`config.mk`:
```
export PLATFORM = sky130hd
export DESIGN_NAME = sram_like_axi_bridge
export DESIGN_NICKNAME = d
export VERILOG_FILES = /design/src/rtl/sram_like_axi_bridge_pkg.sv /design/src/rtl/sram_like_axi_bridge.sv
export SDC_FILE = /design/constraint.sdc
export NUM_CORES = 1
export LEC_CHECK = 0
export ABC_CLOCK_PERIOD_IN_PS = 4500
export CAP_MARGIN = 15
export CORE_MARGIN = 2
export CORE_UTILIZATION = 42
export CTS_CLUSTER_DIAMETER = 120
export DETAILED_ROUTE_END_ITERATION = 8
export GPL_TIMING_DRIVEN = 0
export HOLD_SLACK_MARGIN = 0.06
export PLACE_DENSITY = 0.95
export SYNTH_ARGS = -nofsm -noshare
export SYNTH_HDL_FRONTEND = slang
export SYNTH_SLANG_ARGS = --single-unit
export TNS_END_PERCENT = 100
```
`constraint.sdc`:
```
create_clock -name clk -period 4.5 [get_ports clk]
set_clock_uncertainty 0.05 [all_clocks]
set_input_delay 0.9 -clock clk [delete_from_list [all_inputs] [get_ports clk]]
set_output_delay 0.9 -clock clk [all_outputs]
set_load 0.01 [all_outputs]
```
`src/rtl/sram_like_axi_bridge_pkg.sv`:
```
// Shared types and AXI constants for the sram-like to AXI3 single-beat bridge.
package sram_like_axi_bridge_pkg;

    typedef enum logic [2:0] {
        ST_IDLE         = 3'd0,
        ST_RD_ADDR      = 3'd1,
        ST_RD_DATA      = 3'd2,
        ST_WR_ADDR_DATA = 3'd3,
        ST_WR_RESP      = 3'd4
    } state_e;

    // Fixed AXI attributes; the wrapper ties these onto the id/len/burst pins.
    localparam logic [3:0] AXI_LEN_SINGLE = 4'd0;
    localparam logic [1:0] AXI_BURST_INCR = 2'b01;
    localparam logic [2:0] AXI_SIZE_BYTE  = 3'b000;
    localparam logic [2:0] AXI_SIZE_HALF  = 3'b001;
    localparam logic [2:0] AXI_SIZE_WORD  = 3'b010;

    function automatic logic [2:0] axi_size(input logic [1:0] sram_size);
        return {1'b0, sram_size};
    endfunction

endpackage

```
`src/rtl/sram_like_axi_bridge.sv`:
```
// One sram-like request channel turned into single-beat AXI3 reads/writes,
// one transaction outstanding at a time.
module sram_like_axi_bridge
    import sram_like_axi_bridge_pkg::*;
#(
    parameter int ADDR_W = 32,
    parameter int DATA_W = 32
) (
    input  logic                  clk,
    input  logic                  resetn,
    // sram-like side
    input  logic                  req,
    input  logic                  wr,
    input  logic [1:0]            size,
    input  logic [ADDR_W-1:0]     addr,
    input  logic [DATA_W-1:0]     wdata,
    input  logic [DATA_W/8-1:0]   wstrb,
    output logic                  addr_ok,
    output logic                  data_ok,
    output logic [DATA_W-1:0]     rdata,
    // AXI read channels
    output logic [ADDR_W-1:0]     araddr,
    output logic [2:0]            arsize,
    output logic                  arvalid,
    input  logic                  arready,
    input  logic [DATA_W-1:0]     m_rdata,
    input  logic                  rvalid,
    output logic                  rready,
    // AXI write channels
    output logic [ADDR_W-1:0]     awaddr,
    output logic [2:0]            awsize,
    output logic                  awvalid,
    input  logic                  awready,
    output logic [DATA_W-1:0]     m_wdata,
    output logic [DATA_W/8-1:0]   m_wstrb,
    output logic                  wvalid,
    input  logic                  wready,
    input  logic                  bvalid,
    output logic                  bready,
    // FSM state for checkers
    output state_e                dbg_state
);

    // Handshake rule on every channel: a transfer happens on a rising edge where
    // valid and ready are both high; a valid stays high (payload frozen) until
    // its transfer, and ready never waits on anything but the FSM state.

    state_e                state_q, state_d;
    logic [ADDR_W-1:0]     addr_q;
    logic [1:0]            size_q;
    logic [DATA_W-1:0]     wdata_q;
    logic [DATA_W/8-1:0]   wstrb_q;
    logic                  aw_done_q, aw_done_d;
    logic                  w_done_q, w_done_d;
    logic [DATA_W-1:0]     rdata_q;
    logic                  data_ok_q, data_ok_d;
    logic                  accept;
    logic                  rd_capture;

    always_comb begin
        state_d    = state_q;
        aw_done_d  = aw_done_q;
        w_done_d   = w_done_q;
        data_ok_d  = 1'b0;
        rd_capture = 1'b0;
        accept     = 1'b0;
        addr_ok    = 1'b0;
        arvalid    = 1'b0;
        rready     = 1'b0;
        awvalid    = 1'b0;
        wvalid     = 1'b0;
        bready     = 1'b0;

        case (state_q)
            ST_IDLE: begin
                addr_ok   = req;
                accept    = req;
                aw_done_d = 1'b0;
                w_done_d  = 1'b0;
                if (req) begin
                    state_d = wr ? ST_WR_ADDR_DATA : ST_RD_ADDR;
                end
            end
            ST_RD_ADDR: begin
                arvalid = 1'b1;
                if (arready) begin
                    state_d = ST_RD_DATA;
                end
            end
            ST_RD_DATA: begin
                rready = 1'b1;
                if (rvalid) begin
                    rd_capture = 1'b1;
                    data_ok_d  = 1'b1;
                    state_d    = ST_IDLE;
                end
            end
            ST_WR_ADDR_DATA: begin
                // AW and W complete independently, in any order or together.
                awvalid = !aw_done_q;
                wvalid  = !w_done_q;
                if (awvalid && awready) aw_done_d = 1'b1;
                if (wvalid && wready)   w_done_d  = 1'b1;
                if (aw_done_d && w_done_d) begin
                    state_d = ST_WR_RESP;
                end
            end
            ST_WR_RESP: begin
                bready = 1'b1;
                if (bvalid) begin
                    data_ok_d = 1'b1;
                    state_d   = ST_IDLE;
                end
            end
            default: begin
                state_d = ST_IDLE;
            end
        endcase
    end

    always_ff @(posedge clk or negedge resetn) begin
        if (!resetn) begin
            state_q   <= ST_IDLE;
            addr_q    <= '0;
            size_q    <= '0;
            wdata_q   <= '0;
            wstrb_q   <= '0;
            aw_done_q <= 1'b0;
            w_done_q  <= 1'b0;
            rdata_q   <= '0;
            data_ok_q <= 1'b0;
        end else begin
            state_q   <= state_d;
            aw_done_q <= aw_done_d;
            w_done_q  <= w_done_d;
            data_ok_q <= data_ok_d;
            if (accept) begin
                addr_q  <= addr;
                size_q  <= size;
                wdata_q <= wdata;
                wstrb_q <= wstrb;
            end
            if (rd_capture) begin
                rdata_q <= m_rdata;
            end
        end
    end

    assign data_ok   = data_ok_q;
    assign rdata     = rdata_q;
    assign araddr    = addr_q;
    assign awaddr    = addr_q;
    assign arsize    = axi_size(size_q);
    assign awsize    = axi_size(size_q);
    assign m_wdata   = wdata_q;
    assign m_wstrb   = wstrb_q;
    assign dbg_state = state_q;

endmodule
```
; ---- Word level (Yosys, flattened, before mapping)
; Cells that the tools add are included.
[totals]
output_inout_bits = 148
register_bits = 108
wordCells = 49
[classes]
muxes = 23
n_eq_ne = 9
n_reduce_logical = 8
[op_table]
columns = cell, count
row1 = two-way mux 3 bit, 5
row2 = one-hot mux 3 bit (5 select lines), 1
row3 = two-way mux 1 bit, 13
row4 = "inequality test 2 bit, second input constant", 5
row5 = "== test 3 x 2 -> 1 bit, second input constant", 2
row6 = one-hot mux 1 bit (2 select lines), 3
row7 = AND reduction 5 bit, 1
row8 = "== test 3 x 1 -> 1 bit, second input constant", 1
row9 = "== test 3 bit, second input constant", 1
row10 = logical AND 1 bit, 3
row11 = logical NOT 3 bit, 1
row12 = logical NOT 1 bit, 2
row13 = two-way mux 2 bit, 1
row14 = nonzero test 2 bit, 1

; ---- Depth between registers and ports, before layout
[logic_depth]
word_depth = 7
mapped_depth = 5
mapped_depth_nobuf = 3

; ---- Worst setup path after synthesis
; No wires, ideal clock.
[synth_path]
kind = input to output
start = input req
end = output addr_ok
n_path_buf = 2
slack_ns = 2.090
cell_stages = 3
arrival_time_ns = 1.460
path_cell_list = nor4b_2 > buf_6 > buf_12
[synth_via]
elab_chain_len = 1
[synth_rtl]
columns = element, line_no
row1 = start: declaration, sram_like_axi_bridge.sv:12  ; input logic req,
row2 = two-way mux 1 bit, sram_like_axi_bridge.sv:74  ; case (state_q)
row3 = end: declaration, sram_like_axi_bridge.sv:18  ; output logic addr_ok,
; Every way passes these cells.

; ---- Worst setup path in the final report
; Ends and elaborated chain as after synthesis.

==> results.py <==
metrics = {
    "synth": {
        "synth_top_cell_by_area": "dfrtp_1",
        "async_flop_share_pct": 100.0,
        "ys_ff_latch": 108,
        "yosys.cell_count.top_type": "dfrtp_1",
        "synth_common_cells": "108 x dfrtp_1, 73 x mux2_2, 36 x buf_4",
        "yosysWarnings": 0,
        "synth_edf_count": 0,
        "synthFlopType": "dfrtp_1",
        "yosysSeqAreaShare_pct": 58.11,
        "yosys-top-cells-area": "dfrtp_1 58%, mux2_2 18%, mux2_4 9.4%",
        "synth_area_sq_mm": 0.004651,
        "syn_avg_cell_area_sq_um": 16.04,
        "synth_top_area_share_pct": 58.11,
        "synthCells": 290,
        "synth_cell_types": 26,
    },
    "clock_tree": {
        "clock-root-buffer": "clkbuf_8",
        "clock-sinks": 108,
        "cts_tree": "done",
        "clockBufferDepth": 2,
        "htree_num_levels": 3,
        "clock_latency_ns": 0.35,
        "clk_pin_slew_ns": 0.08,
        "cts_buffers": 9,
        "post_cts_resized": 0,
        "hold_buffers": 0,
        "cts_setup_buffers": 0,
    },
    "worst_setup_path": {
        "crit_arrival_ns": 2.60,
        "critPathMaxFanout": 10,
        "r2r_end": "araddr[8]",
        "critPathKind": "in -> out",
        "critPathRequiredTime_ns": 3.55,
        "r2r_cells": 4,
        "worst_setup_path_start_kind": "primary input",
        "endpoint_kind": "output port",
        "timing.rr.start": "dbg_state[2]",
        "worstSetupStartpoint": "req",
        "regToRegSetupSlack_ns": 2.71,
    },
    "drt": {
        "antenna_left": 0,
        "via_per_inst": 4.713,
        "wl_per_cell_um": 17.12,
        "drt-initial-drc-count": 90,
        "drtPass1Iterations": 4,
        "num_vias": 3313,
        "routed_wl_mm": 12.03,
        "drc": 0,
    },
    "placement": {
        "gp_congestion": 0.7441,
        "hpwl_mm": 9.450,
        "io_buffers": 256,
        "place_ws_ns": 0.9307,
        "dp.cells": 688,
    },
    "pwr": {
        "p_per_area_mw_per_mm2": 730.6,
        "vdd_drop_max_mv": 0.4206,
        "p_leak_nw": 3.244,
    },
    "global_route": {
        "track_usage_pct": 20.00,
        "grt_first_pass_wirelength_mm": 18.00,
        "antenna_found_initial": 0,
        "grt_pass1_vias": 3619,
        "grt_start_max_net_pins": 62,
        "grt-ovfl-total": 0,
    },
    "timing": {
        "finalHoldViolations": 0,
        "tightestPinTransition_ns": 0.6494,
        "rsz0062_at_grt": "false",
        "period_needed_ns": 3.546,
        "finalSetupViolCount": 0,
        "fmax_mhz": 282.0,
        "period_share_pct": 78.79,
        "slew_headroom_pct": 56.71,
        "tns_ns": 0,
        "report.final.slew_viol_count": 0,
        "fin_ws_ns": 0.9544,
    },
    "die": {
        "rows": 38,
        "initial_core_util_pct": 42.90,
        "die_area_sq_mm": 0.01193,
        "die_w_um": 109.2,
        "pin_count": 259,
        "core_area_sq_mm": 0.01084,
        "dieHeight_um": 109.2,
    },
    "final_layout": {
        "multi_input_area_sq_mm": 0.001446,
        "area_growth_pct": 64.62,
        "antennaDiodeCount": 0,
        "fin_nets": 670,
        "fillers": 703,
        "seq_area_sq_mm": 0.002703,
        "drive_above_1_share_pct": 30.55,
        "fin_cells": 703,
    },
    "flow_run": {
        "drv_cap": 0,
    },
    "min_path": {
        "hp-start": "m_wdata[27]",
        "hold_path_depth": 1,
        "hold_path_class": "reg -> reg",
        "hold_path_end": "m_wdata[27]",
    },
    "outcome": {
        "status": "finished clean",
    },
}
metal layers:
metal,track usage (%),part of all wire [%],up-vias
met2,37.18,53,167
met5,0,0,-
met3,6.216,9.4,25
met1,20.32,35,1623
met4,9.132,2.8,0
li1,-,-,1498
critical path: stages:
cell and delay, ns:
clkdlybuf4s50_1 0.49, nor4b_2 0.24, buf_6 0.26, buf_12 0.16, clkdlybuf4s50_1 0.55
sequential cells by signal, indices dropped and copies added, names as in the netlist:
name,count
size_q,2
m_wdata,32
m_wstrb,4
w_done_q,1
data_ok,1
dbg_state,3
aw_done_q,1
rdata,32
araddr,32
where the power goes:
group          total, W  internal, W  switching, W
Clock          0.000698     0.000382      0.000316
Sequential      0.00180      0.00147      0.000331
Combinational   0.00310      0.00206       0.00104
through the flow:
stage | util (%) | total power (W) | area, sq um | hold WS [ns]
detailed placement | 68.42 | 0.004944 | 7417 | 0.4447
CTS | 70.63 | 0.005657 | 7656 | 0.4676
floorplan | - | 0.003257 | 4654 | 0.4702
global route | 70.63 | 0.005889 | 7656 | 0.4721
finish | 70.63 | 0.005594 | 7656 | 0.4661
global placement | 68.19 | 0.004826 | 7392 | 0.4394
cell families after synthesis:
logic type / after synthesis / synth area share (%)
compound gates: 14 / 1.749
mux: 102 / 27.04
simple gates: 14 / 2.153
other cells: 1 / 0.08063
buf+inv: 51 / 10.87
flops: 108 / 58.11
layout make-up:
type | count | share of cell area [%]
Buffer | 49 | 6.504
Clock buffer | 11 | 1.847
Clock inverter | 4 | 1.275
Inverter | 2 | 0.09806
Multi-Input combinational cell | 132 | 18.89
Sequential cell | 108 | 35.30
Tap cell | 140 | 2.288
Timing Repair Buffer | 257 | 33.80
worst max-delay path by stage:
stage	to	slack, ns	cells past startpoint
floorplan	addr_ok	2.09	3
finish	addr_ok	0.95	5
global route	addr_ok	0.88	5
global placement	m_wdata[28]	-1.37	1
detailed placement	addr_ok	0.93	5
CTS	addr_ok	0.93	5
cell usage in the layout (no fill, tap or decap), types with 2 or more instances in the layout:
master | Yosys | routed
bufinv_16 | 0 | 3
buf_6 | 2 | 2
clkdlybuf4s50_1 | 0 | 255
buf_12 | 10 | 10
o21ai_0 | 6 | 6
dfrtp_1 | 108 | 108
conb_1 | 1 | 2
a21oi_1 | 3 | 3
mux2_2 | 73 | 73
nor2_1 | 5 | 5
buf_4 | 36 | 37
clkbuf_8 | 0 | 10
inv_1 | 2 | 2
mux2_4 | 29 | 29
Note: power is estimated with default switching activity, not from simulation.
